`config.mk`:
```
export PLATFORM = sky130hd
export DESIGN_NAME = jtag_chain_arbiter
export DESIGN_NICKNAME = d
export VERILOG_FILES = /design/src/rtl/jtag_chain_arbiter.sv
export SDC_FILE = /design/constraint.sdc
export NUM_CORES = 1
export LEC_CHECK = 0
export CORE_ASPECT_RATIO = 0.75
export CORE_MARGIN = 2
export CORE_UTILIZATION = 38
export CTS_BUF_LIST = sky130_fd_sc_hd__clkbuf_8
export DETAILED_ROUTE_END_ITERATION = 8
export PLACE_DENSITY = 0.67
export SLEW_MARGIN = 30
export SYNTH_ARGS = -nofsm -noshare
export SYNTH_HDL_FRONTEND = slang
export SYNTH_SLANG_ARGS = --single-unit
```
`constraint.sdc`:
```
create_clock -name clk100 -period 4.35 [get_ports clk100]
set_input_delay 0.87 -clock clk100 [delete_from_list [all_inputs] [get_ports clk100]]
set_output_delay 0.87 -clock clk100 [all_outputs]
set_load 0.05 [all_outputs]
```
`src/rtl/jtag_chain_arbiter.sv`:
```
// JTAG chain arbiter: grants the scan chain to the AMC or front connector master.
// Optional contention counter enabled by defining JTAG_ARB_CONTENTION_CNT_EN.
module jtag_chain_arbiter #(
    parameter int IDLE_CYCLES     = 50000,
    parameter int GUARD_CYCLES    = 16,
    parameter int DEBOUNCE_CYCLES = 1000
) (
    input  logic       clk100,
    input  logic       rst,
    input  logic       amc_tck,
    input  logic       con_tck,
    input  logic       force_en,
    input  logic       force_con,
    input  logic       fmc0_prsnt_b,
    input  logic       fmc1_prsnt_b,
    output logic       sel_con,
    output logic       chain_en,
    output logic       fmc0_in_chain,
    output logic       fmc1_in_chain,
    output logic [1:0] state_o,
    output logic [7:0] contention_cnt
);

    localparam int IW = (IDLE_CYCLES > 1) ? $clog2(IDLE_CYCLES) : 1;
    localparam int GW = (GUARD_CYCLES > 1) ? $clog2(GUARD_CYCLES) : 1;
    localparam int DW = (DEBOUNCE_CYCLES > 1) ? $clog2(DEBOUNCE_CYCLES) : 1;

    localparam logic [IW-1:0] IDLE_LAST  = IW'(IDLE_CYCLES - 1);
    localparam logic [GW-1:0] GUARD_LAST = GW'(GUARD_CYCLES - 1);
    localparam logic [DW-1:0] DEB_LAST   = DW'(DEBOUNCE_CYCLES - 1);

    typedef enum logic [1:0] {
        IDLE    = 2'd0,
        OWN_AMC = 2'd1,
        OWN_CON = 2'd2,
        GUARD   = 2'd3
    } state_t;

    state_t        state;
    logic [IW-1:0] idle_cnt;
    logic [GW-1:0] guard_cnt;
    logic          force_q;

    // Two flops resynchronize, the third holds last level for edge detection
    logic [2:0] amc_sync;
    logic [2:0] con_sync;
    logic       amc_edge;
    logic       con_edge;
    logic       owner_edge;

    always_ff @(posedge clk100 or posedge rst) begin
        if (rst) begin
            amc_sync <= '0;
            con_sync <= '0;
        end else begin
            amc_sync <= {amc_sync[1:0], amc_tck};
            con_sync <= {con_sync[1:0], con_tck};
        end
    end

    assign amc_edge   = amc_sync[1] & ~amc_sync[2];
    assign con_edge   = con_sync[1] & ~con_sync[2];
    assign owner_edge = (state == OWN_CON) ? con_edge : amc_edge;

    logic [1:0] prsnt_raw;
    logic [1:0] prsnt_deb;

    assign prsnt_raw = {fmc1_prsnt_b, fmc0_prsnt_b};

    for (genvar i = 0; i < 2; i++) begin : g_deb
        logic [1:0]    sync;
        logic [DW-1:0] cnt;
        logic          deb;

        always_ff @(posedge clk100 or posedge rst) begin
            if (rst) begin
                sync <= '0;
                cnt  <= '0;
                deb  <= 1'b1;
            end else begin
                sync <= {sync[0], prsnt_raw[i]};
                if (sync[1] == deb) begin
                    cnt <= '0;
                end else if (cnt == DEB_LAST) begin
                    deb <= sync[1];
                    cnt <= '0;
                end else begin
                    cnt <= cnt + 1'b1;
                end
            end
        end

        assign prsnt_deb[i] = deb;
    end

    always_ff @(posedge clk100 or posedge rst) begin
        if (rst) begin
            state         <= IDLE;
            idle_cnt      <= '0;
            guard_cnt     <= '0;
            force_q       <= 1'b0;
            sel_con       <= 1'b0;
            chain_en      <= 1'b0;
            fmc0_in_chain <= 1'b0;
            fmc1_in_chain <= 1'b0;
        end else begin
            force_q <= force_en;
            // Topology only follows presence while nobody owns the chain
            if (state == IDLE) begin
                fmc0_in_chain <= ~prsnt_deb[0];
                fmc1_in_chain <= ~prsnt_deb[1];
            end
            if (force_en) begin
                state     <= force_con ? OWN_CON : OWN_AMC;
                sel_con   <= force_con;
                chain_en  <= 1'b1;
                idle_cnt  <= '0;
                guard_cnt <= '0;
            end else if (force_q) begin
                state     <= GUARD;
                chain_en  <= 1'b0;
                idle_cnt  <= '0;
                guard_cnt <= '0;
            end else begin
                unique case (state)
                    IDLE: begin
                        idle_cnt  <= '0;
                        guard_cnt <= '0;
                        if (amc_edge) begin
                            state    <= OWN_AMC;
                            sel_con  <= 1'b0;
                            chain_en <= 1'b1;
                        end else if (con_edge) begin
                            state    <= OWN_CON;
                            sel_con  <= 1'b1;
                            chain_en <= 1'b1;
                        end
                    end
                    OWN_AMC, OWN_CON: begin
                        guard_cnt <= '0;
                        if (owner_edge) begin
                            idle_cnt <= '0;
                        end else if (idle_cnt == IDLE_LAST) begin
                            state    <= GUARD;
                            chain_en <= 1'b0;
                            idle_cnt <= '0;
                        end else begin
                            idle_cnt <= idle_cnt + 1'b1;
                        end
                    end
                    GUARD: begin
                        idle_cnt <= '0;
                        if (guard_cnt == GUARD_LAST) begin
                            state     <= IDLE;
                            guard_cnt <= '0;
                        end else begin
                            guard_cnt <= guard_cnt + 1'b1;
                        end
                    end
                endcase
            end
        end
    end

    assign state_o = state;

`ifdef JTAG_ARB_CONTENTION_CNT_EN
    logic [7:0] cont_q;
    logic       foreign_edge;

    assign foreign_edge = ((state == OWN_AMC) && con_edge) ||
                          ((state == OWN_CON) && amc_edge);

    always_ff @(posedge clk100 or posedge rst) begin
        if (rst) begin
            cont_q <= '0;
        end else if (foreign_edge && (cont_q != 8'hFF)) begin
            cont_q <= cont_q + 1'b1;
        end
    end

    assign contention_cnt = cont_q;
`else
    assign contention_cnt = 8'd0;
`endif

endmodule

```
---- Yosys cells after proc, flatten, opt, wreduce, memory -nomap -nowiden ----
Cells that the tools add are included.
W data, S select, Z words.
operators by class
  add/subtract/negate cells ............... 4
  reduce and logical (&&, ||, !) cells .... 12
  eq/ne operators ......................... 14
  bitwise logic cells ..................... 8
  muxes and demuxes ....................... 34
operator list
  kind                     number
  $mux W16                 4
  $mux W10                 4
  $pmux W16 S2             1
  $add A10 B1 Y10 const B  2
  $eq A10 B10 Y1 const B   2
  $add A16 B1 Y16 const B  1
  $eq A16 B16 Y1 const B   1
  $mux W2                  8
  $mux W4                  3
  $ne A4 B4 Y1 const B     3
  $mux W1                  11
  $pmux W4 S2              1
  $reduce_and A4 Y1        2
  $not A1 Y1               6
  $pmux W2 S3              1
  $ne A5 B5 Y1 const B     1
  $add A4 B1 Y4 const B    1
  $eq A2 B2 Y1 const B     2
  $eq A4 B4 Y1 const B     1
  $reduce_and A2 Y1        2
  $reduce_bool A4 Y1       1
  $reduce_or A2 Y1         2
  $reduce_and A3 Y1        1
  $reduce_bool A3 Y1       1
  other kinds (8)          10
word-level totals
  logic and storage cells ................. 88
  output and inout bits ................... 14
  bits in registers ....................... 59

---- Depth between registers and ports, before layout ----
Gate-level depths: netlist of the first run.
  depth after elaboration ................. 7
  mapped depth ............................ 7
  mapped depth without buffers ............ 6

---- Least setup slack after synthesis of the first run ----
Ideal clock, no wire load.
  kind .................................... register to register
  start ................................... register state[0] (netlist: state_o[0])
  end ..................................... register state[1] (netlist: state_o[1])
  library setup time ...................... 128 ps
  cell stages (with the launch flop) ...... 8
  slack ................................... 2289 ps
  buffers on the path ..................... 1
  clock period less this slack ............ 2061 ps
  arrival ................................. 1933 ps
  required time ........................... 4222 ps
  cells stage by stage .................... dfrtp_1 inv_1 ha_1 clkbuf_1 or2_2 a21oi_1 o21ai_0 mux2_1
between the ends
  cells in the longest elaborated chain, start to end .. 5
ends and longest elaborated chain
  item                                          line     RTL
  start: declaration                            39       state_t state;
  start signal: assignment                      114      state <= force_con ? OWN_CON : OWN_AMC;
  $eq A2 B2 Y1 or $eq A2 B1 Y1 (tied branches)  63, 125
  $reduce_or A2 Y1                              125      unique case (state)
  $pmux W2 S3                                   125
  $mux W2                                       119      end else if (force_q) begin
  $mux W2                                       113      if (force_en) begin
Parallel ways exist; a longest one is shown, timed or not.
A chain may end at the register's enable or synchronous reset.

---- Worst setup path after layout of the first run ----
  start ................................... input force_en
  end ..................................... register idle_cnt[4]
between the ends
  cells in the longest elaborated chain, start to end .. 1
ends and longest elaborated chain
  item                    line  RTL
  start: declaration      12    input logic force_en,
  $mux W16                113
  end signal: assignment  148   idle_cnt <= idle_cnt + 1'b1;
  end: declaration        40    logic [IW-1:0] idle_cnt;
Every way passes these cells.

==> results of run 1 <==
[worst max-delay path by stage]
stage,cells past startpoint,from,slack [ps],end
after floorplan,1,rst,2030,amc_sync[0]
after global placement,5,force_en,1460,idle_cnt[2]
after detailed placement,5,force_en,1500,idle_cnt[5]
after CTS,1,state_o[1],1850,state_o[1]
after global routing,5,force_en,1740,idle_cnt[4]
final,5,force_en,1830,idle_cnt[4]
[critical path, delay by kind of cell]
kind / cells / cell delay (ps)
buffers and inverters: 1 / 490
and+or+nand+nor: 4 / 1410
[power breakdown]
part,leakage [nW],total [W],switching (W),internal [W]
Sequential,0.764,0.000599,0.0000238,0.000576
Clock,0.127,0.000603,0.000211,0.000392
Combinational,0.498,0.000269,0.000175,0.0000938
[state kept, by name (all words and copies together) (netlist names), 2 cells and up]
register / flops
con_sync: 3
state_o: 2
g_deb.sync: 4
g_deb.cnt: 20
idle_cnt: 16
guard_cnt: 4
amc_sync: 3
g_deb.deb: 2
[logic make-up after synthesis]
logic type                 share of synthesized area (%)
and+or+nand+nor                                     22.2
DFF                                                 53.1
xor gates and xnor gates                            10.7
buffers and inverters                               5.17
AOI/OAI and AO/OA                                   2.52
muxes                                               3.01
adders and majority gates                           3.15
other                                              0.135
[per-layer routing]
| metal | wire (µm) | up-vias | GRT usage, % |
|---|---|---|---|
| met5 | 0 | - | 0 |
| met4 | 83 | 0 | 7.11 |
| met3 | 192 | 6 | 5.08 |
| met2 | 2010 | 41 | 19.6 |
| met1 | 2380 | 867 | 18.2 |
| li1 | - | 879 | - |
[cell usage after synthesis, types with 2 or more instances]
cell,instances
nor3_1,8
or4_1,2
ha_1,7
nand3_1,13
buf_4,8
dfstp_2,2
dfrtp_1,57
and2_1,2
nand2b_1,3
xnor2_1,20
mux2_2,2
inv_1,13
and3_1,8
nand2_1,21
o21ai_0,3
xor2_1,14
mux2i_1,5
a31oi_1,3
nand4_1,4
nor2b_1,2
nor2_4,8
nor2_2,2
nor2_1,32
[per-stage QoR]
| stage | instances | util, % |
|---|---|---|
| floorplan | 265 | - |
| global placement | 366 | 42.7 |
| detailed placement | 366 | 42.8 |
| CTS | 382 | 46.2 |
| global route | 382 | 46.2 |
| finish | 382 | 46.2 |
[layout make-up]
type | instances | area (µm²)
Clock buffer | 10 | 138
Clock inverter | 6 | 104
Fill cell | 670 | 3740
Inverter | 13 | 48.8
Multi-Input combinational cell | 182 | 1190
Sequential cell | 59 | 1480
Tap cell | 98 | 123
Timing Repair Buffer | 14 | 138
==> metrics, run 1 <==
CTS tree=done; clock-pin slew reported for the worst setup and hold paths after clock tree synthesis=70 ps; reg2reg end=idle_cnt[4]; initial drt markers=73; post-route cell area=3220 µm²; flop2flop setup slack=2310 ps; Yosys top cell area share=51.2%; critical path peak fanout=16; RR Startpoint=idle_cnt[0]; post-synth top area cell=dfrtp_1; most frequent cells in the layout=57 x dfrtp_1, 32 x nor2_1, 21 x nand2_1; most used cell, CP=nor2_1; chip height=78.1 µm; final wirelength=4670 µm; Yosys warnings=0; Initial Util=40.0%; post-synthesis sequential area ratio=53.1%; commonest non-fill, non-tap cell in the layout=dfrtp_1; MaxCap Viol Count=0; min-delay worst type=flop to flop; Synth async-reset ratio=100%; Residual DRC=0; critical path, cell by cell=clkdlybuf4s50_1 -> nor2_1 -> nand2_1 -> or3_2 -> nor2_1; GR Overflow Total=0; clk_skew=9.29 ps; TritonCTS Sinks=59; total die area=8030 µm²; Clock Tree Root=clkbuf_8; post-layout min period=2520 ps; Rows=26; Avg Inst Size Synth=10.8 µm²; PortBufs=13; Hold Fails Final Rpt=0; largest net degree at the start of global routing=39; share of post-route cells with drive strength above 1=12.3%; Antenna Violating Nets Remaining=0; Synth Instances=258; TritonCTS Buffers=9; VDD IR-drop max=0.000259 V; clk buf depth=2; Yosys cell types=42; initial antenna violation count=0; pre-CTS setup slack=1500 ps; status=completed; fin crit share=57.9%; first-pass GRT wire length=8350 µm; Relative slew margins=48.7%; number of setup buffers added after CTS=0; Area after DPL=2980 µm²; Hold-fix buffers, CTS=0; IO Count=22; worst-skew pair later-pin latency=340 ps; hold slack=352 ps; routability congestion estimate=0.791; Mapped Area=2780 µm²; Fin Setup TNS=0 ps; final setup margin=1830 ps; layout overhead on the synthesized area=15.6%; endpoint class of the critical path=flop; Final setup viols=0; Slew @ Worst Pin=768 ps; post-CTS resize count=0; Crit Path Class=primary input to flop; fin. max-slew vios=0; Main synth FF type=dfrtp_1; hold path depth=0; H-tree levels=3; Die X=103 µm; CP Launch Type=primary input; total track usage=13.8%; Pwr Density=457 nW/µm²; Routed WL per cell=12.2 µm; CP required=4610 ps; maximum clock rate=0.397 GHz; Critical-path top delay cell=or3_2; Yosys reg bits=59; DP Wirelength=3250 µm; Nets=294; drt first pass iters=4; EDFF count, synth=0; leak pwr=1.39 nW; Synth area leaders=dfrtp_1 51%, xnor2_1 6.3%, xor2_1 4.4%; Via-to-Cell Ratio=4.69; CP max stage delay=760 ps; vias in the first global route=1786; Final Total Pwr=0.00147 W; core area=6960 µm²; reg2reg path depth=5; number of diodes=0; hold path endpoint=con_sync[1]; min-delay src=con_sync[0]; Worst Path Arrival=2780 ps; vias=1793; RSZ-0062 raised after global routing=no
Note: power is estimated with default switching activity, not from simulation.
==> run 2, diff against run 1 <==
==> constraint.sdc (replaced) <==
create_clock -name clk100 -period 2.45 [get_ports clk100]
set_input_delay 0.49 -clock clk100 [delete_from_list [all_inputs] [get_ports clk100]]
set_output_delay 0.49 -clock clk100 [all_outputs]
set_load 0.05 [all_outputs]
==> run 2 against run 1 <==
Net effect: final area up 1.0%; non-clock buffer count increased by 3; sequential power grew 77%; die area unchanged; clock skew is essentially flat; critical path depth down 4; setup slack worse by 1400 ps; combinational power is 80% higher; via count shrank 1.0%; flip-flop and latch count is the same; count of clock-buffer cells in the layout did not move; sequential share of layout area down 0.48 points; critical endpoint is now state_o[1].
==> metrics, run 2 (synthesis results as in run 1) <==
status=completed; CTS tree=done; Slew @ Worst Pin=510 ps; CP max stage delay=830 ps; Clock Tree Root=clkbuf_8; Via-to-Cell Ratio=4.61; hold slack=349 ps; post-CTS resize count=0; Fin Setup TNS=0 ps; fin crit share=84.0%; total die area=8030 µm²; initial drt markers=72; Area after DPL=3010 µm²; min-delay worst type=flop to flop; Die X=103 µm; post-route cell area=3250 µm²; Crit Path Class=flop to output pin; H-tree levels=3; chip height=78.1 µm; Hold-fix buffers, CTS=0; vias=1775; VDD IR-drop max=0.000475 V; Rows=26; RSZ-0062 raised after global routing=no; number of diodes=0; Top delay family on crit path=buffers and inverters; Largest regs=g_deb.cnt (20), idle_cnt (16); Initial Util=40.0%; clock-pin slew reported for the worst setup and hold paths after clock tree synthesis=70 ps; crit path buf inv count=1; clk buf depth=2; post-layout min period=2060 ps; GR Overflow Total=0; TritonCTS Sinks=59; endpoint class of the critical path=output pin; Final setup viols=0; Routed WL per cell=11.8 µm; MaxCap Viol Count=0; Biggest register=g_deb.cnt; min-delay src=g_deb[1].sync[0]; flop2flop setup slack=620 ps; Residual DRC=0; reg2reg end=idle_cnt[6]; total track usage=12.9%; Hold Fails Final Rpt=0; number of setup buffers added after CTS=0; largest net degree at the start of global routing=24; max reg flops=20; initial antenna violation count=0; CP required=1960 ps; Pwr Density=804 nW/µm²; maximum clock rate=0.486 GHz; vias in the first global route=1716; core area=6960 µm²; share of post-route cells with drive strength above 1=12.9%; hold path depth=0; fin. max-slew vios=0; RR Startpoint=idle_cnt[0]; drt first pass iters=5; number of cells on the critical path=1; most frequent cells in the layout=57 x dfrtp_1, 32 x nor2_1, 21 x nand2_1; routability congestion estimate=0.785; DP Wirelength=3240 µm; PortBufs=13; reg2reg path depth=6; clk_skew=8.81 ps; critical path, cell by cell=clkdlybuf4s50_1; layout overhead on the synthesized area=16.8%; Nets=297; Worst Path Arrival=1570 ps; commonest non-fill, non-tap cell in the layout=dfrtp_1; Relative slew margins=65.9%; hold path endpoint=g_deb[1].sync[1]; worst-skew pair later-pin latency=330 ps; final setup margin=393 ps; pre-CTS setup slack=159 ps; critical path peak fanout=5; first-pass GRT wire length=7980 µm; IO Count=22; final wirelength=4550 µm; CP Launch Type=flop; leak pwr=1.41 nW; TritonCTS Buffers=9; Final Total Pwr=0.00261 W; Antenna Violating Nets Remaining=0; Critical-path top delay cell=clkdlybuf4s50_1
==> run 2: where the power goes <==
group / internal (W) / total (W) / leakage (nW) / switching (W)
Combinational: 0.000174 / 0.000485 / 0.516 / 0.000311
Clock: 0.000696 / 0.00107 / 0.127 / 0.000370
Sequential: 0.00102 / 0.00106 / 0.764 / 0.0000410
Total: 0.00189 / 0.00261 / 1.41 / 0.000722
==> run 2: layout make-up <==
type,instances,area (µm²)
Clock buffer,10,138
Tap cell,98,123
Timing Repair Buffer,17,173
Clock inverter,6,104
Inverter,13,48.8
Sequential cell,59,1480
Multi-Input combinational cell,182,1190
Fill cell,653,3710
==> run 2: worst max path at each step <==
stage | slack (ps) | start | endpoint
5_1_grt | 330 | state_o[1] | state_o[1]
3_5_place_dp | 160 | force_en | idle_cnt[2]
4_1_cts | 370 | state_o[1] | state_o[1]
6_report | 390 | state_o[1] | state_o[1]
3_3_place_gp | 240 | force_en | idle_cnt[5]
2_1_floorplan | 390 | state_o[0] | state_o[1]
==> run 2: through the flow <==
| step | std cells | utilization (%) |
|---|---|---|
| after detailed placement | 369 | 43.2 |
| after floorplan | 265 | - |
| final | 385 | 46.7 |
| after global routing | 385 | 46.7 |
| after global placement | 369 | 43.2 |
| after CTS | 385 | 46.7 |
==> run 2: metal layers <==
layer / GRT usage [%] / share of wire (%) / vias to the layer above
met5: 0 / 0 / -
met2: 18.0 / 43 / 33
li1: - / - / 886
met3: 5.34 / 4.2 / 5
met4: 3.95 / 0.97 / 0
met1: 18.4 / 52 / 851
